### config.mk
export PLATFORM = sky130hd
export DESIGN_NAME = s_axis_cc_adapt_x4
export DESIGN_NICKNAME = d
export VERILOG_FILES = /design/src/rtl/s_axis_cc_adapt_x4_pkg.sv /design/src/rtl/s_axis_cc_adapt_x4_pipe_reg.sv /design/src/rtl/s_axis_cc_adapt_x4.sv
export SDC_FILE = /design/constraint.sdc
export NUM_CORES = 1
export LEC_CHECK = 0
export CAP_MARGIN = 20
export CORE_AREA = 2 2 135 137
export CTS_CLUSTER_SIZE = 10
export DETAILED_ROUTE_END_ITERATION = 12
export DIE_AREA = 0 0 137 139
export PLACE_DENSITY = 0.76
export SLEW_MARGIN = 10
export SYNTH_ARGS = -nofsm -noshare
export SYNTH_HDL_FRONTEND = slang
export SYNTH_SLANG_ARGS = --single-unit
### constraint.sdc
create_clock -name user_clk -period 4.5 [get_ports user_clk]
set_input_delay 0.675 -clock user_clk [delete_from_list [all_inputs] [get_ports user_clk]]
set_output_delay 0.675 -clock user_clk [all_outputs]
set_load 0.1 [all_outputs]
### src/rtl/s_axis_cc_adapt_x4_pkg.sv
`default_nettype none
// ============================================================================
// Module   : s_axis_cc_adapt_x4_pkg
// Brief    : Shared field offsets, type codes and FSM states for the CC adapter
// Revision : 1.0 - initial release
// ============================================================================
package s_axis_cc_adapt_x4_pkg;

    // Legacy 3DW completion header, absolute bit positions in the 128-bit beat
    localparam int LEG_LEN_LSB     = 0;
    localparam int LEG_ATTR_LSB    = 12;
    localparam int LEG_EP_BIT      = 14;
    localparam int LEG_TC_LSB      = 20;
    localparam int LEG_TYPE_LSB    = 24;
    localparam int LEG_FMT_LSB     = 29;
    localparam int LEG_BYTECNT_LSB = 32;
    localparam int LEG_STATUS_LSB  = 45;
    localparam int LEG_CPLID_LSB   = 48;
    localparam int LEG_LOWADDR_LSB = 64;
    localparam int LEG_TAG_LSB     = 72;
    localparam int LEG_REQID_LSB   = 80;

    // UltraScale CC descriptor, absolute bit positions
    localparam int CC_LOWADDR_LSB  = 0;
    localparam int CC_BYTECNT_LSB  = 16;
    localparam int CC_LOCKED_BIT   = 29;
    localparam int CC_DWCNT_LSB    = 32;
    localparam int CC_STATUS_LSB   = 43;
    localparam int CC_POISON_BIT   = 46;
    localparam int CC_REQID_LSB    = 48;
    localparam int CC_TAG_LSB      = 64;
    localparam int CC_CPLID_LSB    = 72;
    localparam int CC_CIDEN_BIT    = 88;
    localparam int CC_TC_LSB       = 89;
    localparam int CC_ATTR_LSB     = 92;
    localparam int CC_ECRC_BIT     = 95;

    localparam logic [4:0] TYPE_CPL   = 5'b01010;
    localparam logic [4:0] TYPE_CPLLK = 5'b01011;

    typedef enum logic [1:0] {
        ST_SOP  = 2'd0,
        ST_BODY = 2'd1,
        ST_DROP = 2'd2
    } cc_state_e;

    // A legacy byte count of zero encodes the 4096-byte maximum
    function automatic logic [12:0] cc_byte_count(input logic [11:0] i_bc);
        return (i_bc == 12'd0) ? 13'd4096 : {1'b0, i_bc};
    endfunction

    function automatic logic [10:0] cc_dword_count(input logic i_has_data,
                                                   input logic [9:0] i_len);
        logic [10:0] w_cnt;
        if (!i_has_data)
            w_cnt = 11'd0;
        else if (i_len == 10'd0)
            w_cnt = 11'd1024;
        else
            w_cnt = {1'b0, i_len};
        return w_cnt;
    endfunction

endpackage
`default_nettype wire

### src/rtl/s_axis_cc_adapt_x4_pipe_reg.sv
`default_nettype none
// ============================================================================
// Module   : cc_axis_pipe_reg
// Brief    : Single-stage valid/ready output register for the CC adapter
// Revision : 1.0 - initial release
// ============================================================================
module cc_axis_pipe_reg #(
    parameter int DATA_W = 128,
    parameter int KEEP_W = 4,
    parameter int USER_W = 33
) (
    input  logic              clk,
    input  logic              rst,
    input  logic              i_load,
    input  logic [DATA_W-1:0] i_data,
    input  logic [KEEP_W-1:0] i_keep,
    input  logic              i_last,
    input  logic [USER_W-1:0] i_user,
    input  logic              i_ready,
    output logic              o_valid,
    output logic [DATA_W-1:0] o_data,
    output logic [KEEP_W-1:0] o_keep,
    output logic              o_last,
    output logic [USER_W-1:0] o_user,
    output logic              o_ready
);

    logic              r_valid;
    logic [DATA_W-1:0] r_data;
    logic [KEEP_W-1:0] r_keep;
    logic              r_last;
    logic [USER_W-1:0] r_user;

    always_ff @(posedge clk or posedge rst) begin
        if (rst) begin
            r_valid <= 1'b0;
            r_data  <= '0;
            r_keep  <= '0;
            r_last  <= 1'b0;
            r_user  <= '0;
        end else if (i_load) begin
            r_valid <= 1'b1;
            r_data  <= i_data;
            r_keep  <= i_keep;
            r_last  <= i_last;
            r_user  <= i_user;
        end else if (i_ready) begin
            r_valid <= 1'b0;
        end
    end

    // Upstream may load whenever the slot is empty or being drained this cycle
    assign o_ready = !r_valid || i_ready;
    assign o_valid = r_valid;
    assign o_data  = r_data;
    assign o_keep  = r_keep;
    assign o_last  = r_last;
    assign o_user  = r_user;

endmodule
`default_nettype wire

### src/rtl/s_axis_cc_adapt_x4.sv
`default_nettype none
// ============================================================================
// Module   : s_axis_cc_adapt_x4
// Brief    : Legacy 3DW completion TLP to UltraScale CC descriptor adapter (x4)
// Revision : 1.0 - initial release
// ============================================================================
module s_axis_cc_adapt_x4
    import s_axis_cc_adapt_x4_pkg::*;
#(
    parameter int   DATA_WIDTH      = 128,
    parameter int   KEEP_WIDTH      = DATA_WIDTH / 8,
    parameter logic COMPLETER_ID_EN = 1'b0
) (
    input  logic                     user_clk,
    input  logic                     user_reset,
    input  logic [DATA_WIDTH-1:0]    s_axis_cc_tdata,
    input  logic [KEEP_WIDTH-1:0]    s_axis_cc_tkeep,
    input  logic                     s_axis_cc_tlast,
    output logic [3:0]               s_axis_cc_tready,
    input  logic [3:0]               s_axis_cc_tuser,
    input  logic                     s_axis_cc_tvalid,
    output logic [DATA_WIDTH-1:0]    s_axis_cc_tdata_a,
    output logic [DATA_WIDTH/32-1:0] s_axis_cc_tkeep_a,
    output logic                     s_axis_cc_tlast_a,
    input  logic [3:0]               s_axis_cc_tready_a,
    output logic [32:0]              s_axis_cc_tuser_a,
    output logic                     s_axis_cc_tvalid_a,
    output logic                     drop_pulse
);

    localparam int c_NUM_DW = DATA_WIDTH / 32;

    cc_state_e               r_state;
    cc_state_e               w_state_nxt;
    logic                    r_drop_pulse;
    logic                    w_drop_done;
    logic                    w_load;
    logic                    w_pipe_ready;
    logic                    w_core_ready;
    logic                    w_accept;
    logic                    w_is_cpl;
    logic                    w_has_data;
    logic [DATA_WIDTH-1:0]   w_desc;
    logic [DATA_WIDTH-1:0]   w_beat_data;
    logic [c_NUM_DW-1:0]     w_dw_keep;
    logic [c_NUM_DW-1:0]     w_beat_keep;
    logic [32:0]             w_beat_user;
    logic [4:0]              w_type;
    logic                    w_unused_ok;

    assign w_type     = s_axis_cc_tdata[LEG_TYPE_LSB +: 5];
    assign w_is_cpl   = (w_type == TYPE_CPL) || (w_type == TYPE_CPLLK);
    assign w_has_data = s_axis_cc_tdata[LEG_FMT_LSB + 1];

    assign w_core_ready     = (r_state == ST_DROP) || w_pipe_ready;
    assign w_accept         = s_axis_cc_tvalid && w_core_ready;
    assign s_axis_cc_tready = {4{w_core_ready}};

    generate
        for (genvar gi = 0; gi < c_NUM_DW; gi++) begin : g_keep
            assign w_dw_keep[gi] = s_axis_cc_tkeep[4*gi];
        end
    endgenerate

    // Header fields are remapped in place; the first data DW is already aligned
    always_comb begin
        w_desc = '0;
        w_desc[CC_LOWADDR_LSB +: 7]  = s_axis_cc_tdata[LEG_LOWADDR_LSB +: 7];
        w_desc[CC_BYTECNT_LSB +: 13] = cc_byte_count(s_axis_cc_tdata[LEG_BYTECNT_LSB +: 12]);
        w_desc[CC_LOCKED_BIT]        = (w_type == TYPE_CPLLK);
        w_desc[CC_DWCNT_LSB +: 11]   = cc_dword_count(w_has_data,
                                                      s_axis_cc_tdata[LEG_LEN_LSB +: 10]);
        w_desc[CC_STATUS_LSB +: 3]   = s_axis_cc_tdata[LEG_STATUS_LSB +: 3];
        w_desc[CC_POISON_BIT]        = s_axis_cc_tdata[LEG_EP_BIT] | s_axis_cc_tuser[1];
        w_desc[CC_REQID_LSB +: 16]   = s_axis_cc_tdata[LEG_REQID_LSB +: 16];
        w_desc[CC_TAG_LSB +: 8]      = s_axis_cc_tdata[LEG_TAG_LSB +: 8];
        w_desc[CC_CPLID_LSB +: 16]   = s_axis_cc_tdata[LEG_CPLID_LSB +: 16];
        w_desc[CC_CIDEN_BIT]         = COMPLETER_ID_EN;
        w_desc[CC_TC_LSB +: 3]       = s_axis_cc_tdata[LEG_TC_LSB +: 3];
        w_desc[CC_ATTR_LSB +: 3]     = {1'b0, s_axis_cc_tdata[LEG_ATTR_LSB +: 2]};
        w_desc[CC_ECRC_BIT]          = s_axis_cc_tuser[0];
        w_desc[DATA_WIDTH-1:96]      = s_axis_cc_tdata[DATA_WIDTH-1:96];
    end

    always_ff @(posedge user_clk or posedge user_reset) begin
        if (user_reset) begin
            r_state      <= ST_SOP;
            r_drop_pulse <= 1'b0;
        end else begin
            r_state      <= w_state_nxt;
            r_drop_pulse <= w_drop_done;
        end
    end

    always_comb begin
        w_state_nxt = r_state;
        w_load      = 1'b0;
        w_drop_done = 1'b0;
        w_beat_data = s_axis_cc_tdata;
        w_beat_keep = w_dw_keep;
        case (r_state)
            ST_SOP: begin
                if (w_accept) begin
                    if (w_is_cpl) begin
                        w_load      = 1'b1;
                        w_beat_data = w_desc;
                        // A data-less completion is exactly the 3-DW descriptor
                        if (!w_has_data)
                            w_beat_keep = 4'b0111;
                        if (!s_axis_cc_tlast)
                            w_state_nxt = ST_BODY;
                    end else if (s_axis_cc_tlast) begin
                        w_drop_done = 1'b1;
                    end else begin
                        w_state_nxt = ST_DROP;
                    end
                end
            end
            ST_BODY: begin
                if (w_accept) begin
                    w_load = 1'b1;
                    if (s_axis_cc_tlast)
                        w_state_nxt = ST_SOP;
                end
            end
            ST_DROP: begin
                if (w_accept && s_axis_cc_tlast) begin
                    w_drop_done = 1'b1;
                    w_state_nxt = ST_SOP;
                end
            end
            default: w_state_nxt = ST_SOP;
        endcase
    end

    assign w_beat_user = {32'd0, s_axis_cc_tuser[3]};

    cc_axis_pipe_reg #(
        .DATA_W (DATA_WIDTH),
        .KEEP_W (c_NUM_DW),
        .USER_W (33)
    ) u_pipe (
        .clk     (user_clk),
        .rst     (user_reset),
        .i_load  (w_load),
        .i_data  (w_beat_data),
        .i_keep  (w_beat_keep),
        .i_last  (s_axis_cc_tlast),
        .i_user  (w_beat_user),
        .i_ready (s_axis_cc_tready_a[0]),
        .o_valid (s_axis_cc_tvalid_a),
        .o_data  (s_axis_cc_tdata_a),
        .o_keep  (s_axis_cc_tkeep_a),
        .o_last  (s_axis_cc_tlast_a),
        .o_user  (s_axis_cc_tuser_a),
        .o_ready (w_pipe_ready)
    );

    assign drop_pulse = r_drop_pulse;

    // Streaming hint, per-byte keep detail and upper ready bits carry no meaning here
    assign w_unused_ok = &{1'b0, s_axis_cc_tkeep, s_axis_cc_tuser[2], s_axis_cc_tready_a[3:1]};

endmodule
`default_nettype wire

### Yosys cells after proc, flatten, opt, wreduce, memory -nomap -nowiden

Cells that the tools add are included.
W data, S select, Z words.

* reduce and logical (&&, ||, !) cells: 11
* mux-type cells: 29
* bitwise logic cells: 1
* equal/unequal tests: 9

Operator list (number)
* $mux W96: 3
* $mux W11: 2
* $mux W4: 4
* $mux W2: 7
* $mux W13: 1
* $logic_not A12 Y1: 1
* $eq A5 B4 Y1 const B: 2
* $logic_not A10 Y1: 1
* $mux W1: 9
* $ne A2 B2 Y1 const B: 4
* $pmux W2 S3: 1
* $reduce_and A5 Y1: 1
* $pmux W1 S2: 2
* $logic_or A1 B1 Y1: 3
* $eq A2 B1 Y1 const B: 1
* $eq A2 B2 Y1 const B: 1
* $logic_and A1 B1 Y1: 2
* $logic_not A2 Y1: 1
* $ne A2 B1 Y1 const B: 1
* $reduce_bool A2 Y1: 1
* $logic_not A1 Y1: 1
* $or A1 B1 Y1: 1

* output and inout port bits: 172
* word-level logic and storage cells: 57
* bits of input ports: 156
* register bits after elaboration: 138

### Depth between registers and ports, before layout

* depth in word-level cells: 7
* depth in mapped cells: 7
* mapped depth without buffers: 4

### Modules after synthesis

A second synthesis with hierarchy kept.

* cells, all modules: 520
* area total of the unflattened synthesis: 8394.3 µm²

By module, submodules not included
* cc_axis_pipe_reg: cells an instance 355, instances 1, area each 6744.0 µm²
* s_axis_cc_adapt_x4: cells an instance 165, instances 1, area each 1650.3 µm²

### Worst setup path before layout

OpenSTA, ideal clock, no wires.

* path kind: reg-to-output
* start: reg u_pipe.r_valid (netlist: u_pipe.o_valid)
* end: out s_axis_cc_tready[0]
* cell stages (with the launch flop): 4
* slack: 2029 ps
* buffers on the path: 1
* data arrival time: 1796 ps
* cells stage by stage: dfrtp_1 nor2b_1 o21ai_0 buf_4

* longest elaborated chain between the ends: 3

RTL lines
* start, declared: line s_axis_cc_adapt_x4_pipe_reg.sv:28 `logic r_valid;`
* start signal, assigned: line s_axis_cc_adapt_x4_pipe_reg.sv:36 `r_valid <= 1'b0;`
* start signal, assigned: line s_axis_cc_adapt_x4_pipe_reg.sv:42 `r_valid <= 1'b1;`
* start signal, assigned: line s_axis_cc_adapt_x4_pipe_reg.sv:48 `r_valid <= 1'b0;`
* $logic_not A1 Y1: line s_axis_cc_adapt_x4_pipe_reg.sv:53 `assign o_ready = !r_valid || i_ready;`
* $logic_or A1 B1 Y1: line s_axis_cc_adapt_x4_pipe_reg.sv:53
* $logic_or A1 B1 Y1: line s_axis_cc_adapt_x4.sv:55 `assign w_core_ready = (r_state == ST_DROP) || w_pipe_ready;`
* end, declared: line s_axis_cc_adapt_x4.sv:19 `output logic [3:0] s_axis_cc_tready,`

No other way between the ends.

### Worst setup path after layout

* start: reg r_state[0]
* end: out s_axis_cc_tready[0]

* longest elaborated chain between the ends: 2

RTL lines
* start, declared: line s_axis_cc_adapt_x4.sv:33 `cc_state_e r_state;`
* start signal, assigned: line s_axis_cc_adapt_x4.sv:90 `r_state <= w_state_nxt;`
* $eq A2 B2 Y1: line s_axis_cc_adapt_x4.sv:55
* $logic_or A1 B1 Y1: line s_axis_cc_adapt_x4.sv:55

No other way between the ends.

==> flow_metrics.env <==
export IMPL_cts_sinks=138
export IMPL_path_class="flip-flop to output pin"
export IMPL_slew_headroom=0.297
export IMPL_rsz0062_at_grt="false"
export IMPL_layout_nets=1129
export IMPL_drtAntennaViolNets=0
export IMPL_clk_latency_ns=0.41
export IMPL_area_delta_synth_final_pct=55.9
export IMPL_firstDrtPassIters=5
export IMPL_top_usage_layer="met2"
export IMPL_fin_crit_sh=0.781
export IMPL_met3_usage=0.0479
export IMPL_maxCapViolCount=0
export IMPL_slew_viol_final=0
export IMPL_critPathSlowestCell="clkdlybuf4s50_1"
export IMPL_outcome="complete, no violations"
export IMPL_worst_setup_path_start_kind="flip-flop"
export IMPL_ys_types=29
export IMPL_comb_power_share=0.574
export IMPL_ys_ff_latch=138
export IMPL_setup_viol=0
export IMPL_cts_tree="built"
export IMPL_diodes=0
export IMPL_fin_tns_setup_ns=0
export IMPL_grt_pass1_vias=5796
export IMPL_synth_edf_count=0
export IMPL_vias_per_cell=4.91
export IMPL_pin_count=328
export IMPL_htreeDepth=4
export IMPL_critical_path_cell_chain="o21ai_0 -> clkdlybuf4s50_1"
export IMPL_layout_commonest_cell="clkdlybuf4s50_1"
export IMPL_grt_util_met1=0.279
export IMPL_rrSetupSlack_ns=2.10
export IMPL_dieArea_sq_um=19000
export IMPL_core_area_sq_um=17700
export IMPL_post_cts_buffers=0
export IMPL_routed_wl_mm=20.6
export IMPL_holdCritPathClass="flip-flop to flip-flop"
export IMPL_syn_area_sq_um=6190
export IMPL_p_clk_frac=0.186
export IMPL_power_leakage_nw=4.22
export IMPL_crit_family="buffers and inverters"
export IMPL_synthCells=719
export IMPL_power_density_nw_per_um2=789
export IMPL_die_y_microns=139
export IMPL_path_clk_slew_ns=0.06
export IMPL_cp_slowest_stage_delay_ns=1.26
export IMPL_dp_hpwl_mm=14.7
export IMPL_finalCriticalPeriod_ns=3.51
export IMPL_ys_flop_type="dfrtp_1"
export IMPL_instances_no_fill=1214
export IMPL_vias=5964
export IMPL_rows=49
export IMPL_grt_max_degree=126
export IMPL_avgSynthCellArea_sq_um=8.60
export IMPL_drc=0
export IMPL_gr_usage_met2=0.350
export IMPL_path_buf_inv=1
export IMPL_cts_buffer_depth=2
export IMPL_switching_power_mw=4.18
export IMPL_ys_warn_count=0
export IMPL_synth_async_reset_ratio=1.00
export IMPL_crit_arrival_ns=2.84
export IMPL_swShare=0.549
export IMPL_die_w_microns=137
export IMPL_crit_path_end_kind="output pin"
export IMPL_grt_total_usage=0.216
export IMPL_hold_viol=0
export IMPL_drive_gt1_frac=0.0477
export IMPL_pwr_share_seq=0.240
export IMPL_io_buffers=279
export IMPL_mostFrequentLayoutCells="clkdlybuf4s50_1 (279), nand2_1 (261), dfrtp_1 (138)"
export IMPL_seq_area_frac_synth=0.558
export IMPL_cts_buffers=17
export IMPL_start_util=0.350
export IMPL_intPower_mw=3.43
export IMPL_peakVddDrop_v=0.000388
export IMPL_placedCellCount=1182
export IMPL_clockRootBuffer="clkbuf_16"
export IMPL_gp_congestion=0.809
export IMPL_antenna_found_initial=0
export IMPL_cts_resized=0
export IMPL_worst_pin_slew_ns=1.05
export IMPL_fmax_mhz=285
export IMPL_skew_ns=0.00699
export IMPL_grt_pass1_wl_mm=31.7
export IMPL_wl_per_cell_microns=16.9
export IMPL_grt_overflow_total=0
export IMPL_required_ns=3.83
export IMPL_crit_path_max_fanout=17
export IMPL_drtIter0Drc=333
export IMPL_hold_buffers=0
worst register-to-register path, delay by kind of cell (launching register included):
family,cells,cell delay (ns)
AO/OA/AOI/OAI,2,0.62
buffers and inverters,2,0.78
flip-flops,1,0.81
AND/OR/NAND/NOR,1,0.11
per-stage QoR:
step	util	cell area [sq um]	power, mW	worst slack (ns)	hold WS, ns
finish	0.546	9640	7.61	0.985	0.471
global route	0.546	9640	7.86	0.887	0.489
CTS	0.545	9620	7.65	0.972	0.475
detailed placement	0.511	9020	6.22	0.998	0.461
global placement	0.511	9020	6.18	1.06	0.458
floorplan	-	6300	5.14	0.129	0.530
kinds of logic after synthesis:
| group | share of synthesized area |
|---|---|
| compound gates | 0.127 |
| flops | 0.558 |
| other cells | 0.000606 |
| buf+inv | 0.0787 |
| simple gates | 0.235 |
synth_stat cells, drive strengths merged (2+ instances only):
cell / number / area [sq um]
a211oi: 2 / 15.0
a21oi: 21 / 105
a22o: 14 / 123
a31oi: 70 / 438
buf: 50 / 344
clkbuf: 34 / 128
dfrtp: 138 / 3450
inv: 4 / 15.0
nand2: 262 / 983
nor2: 81 / 304
nor3: 13 / 65.1
nor4: 5 / 31.3
o21ai: 11 / 55.1
final timing paths:
kind | start | to | cells after the start
max | r_state[0]$_DFFE_PP0P_ | s_axis_cc_tready[0] | 2
min | u_pipe.o_user[0]$_DFFE_PP0P_ | u_pipe.o_user[0]$_DFFE_PP0P_ | 2
max reg2reg | r_state[0]$_DFFE_PP0P_ | u_pipe.o_data[19]$_DFFE_PP0P_ | 5
min reg2reg | u_pipe.o_user[0]$_DFFE_PP0P_ | u_pipe.o_user[0]$_DFFE_PP0P_ | 2
max in group asynchronous | user_reset | u_pipe.o_data[102]$_DFFE_PP0P_ | 3
min in group asynchronous | user_reset | u_pipe.o_data[82]$_DFFE_PP0P_ | 2
per-layer routing:
metal  vias up  wire length (microns)
met1      2830                   8700
li1       2832                      -
met2       258                   9910
met3        44                   1370
met4         0                    602
met5         -                      0
power groups by stage:
| stage | Combinational [mW] | Clock (mW) | Sequential (mW) |
|---|---|---|---|
| after floorplan | 0.537 | 0 | 4.60 |
| after global placement | 4.36 | 0 | 1.83 |
| after detailed placement | 4.38 | 0 | 1.84 |
| after CTS | 4.38 | 1.43 | 1.83 |
| after global routing | 4.51 | 1.48 | 1.87 |
| final | 4.37 | 1.41 | 1.83 |
flip-flops by register name, indices dropped and copies added, names as in the netlist:
register	flops
u_pipe.o_keep	4
u_pipe.o_last	1
u_pipe.o_user	1
u_pipe.o_data	128
u_pipe.o_valid	1
drop_pulse	1
r_state	2
final cells by class:
cell class | instances | area [sq um]
Tap cell | 229 | 287
Clock buffer | 19 | 443
Inverter | 4 | 20.0
Clock inverter | 12 | 149
Timing Repair Buffer | 288 | 2890
Multi-Input combinational cell | 524 | 2400
Fill cell | 1636 | 8010
Sequential cell | 138 | 3450
Power figures use the tool's default switching activity.
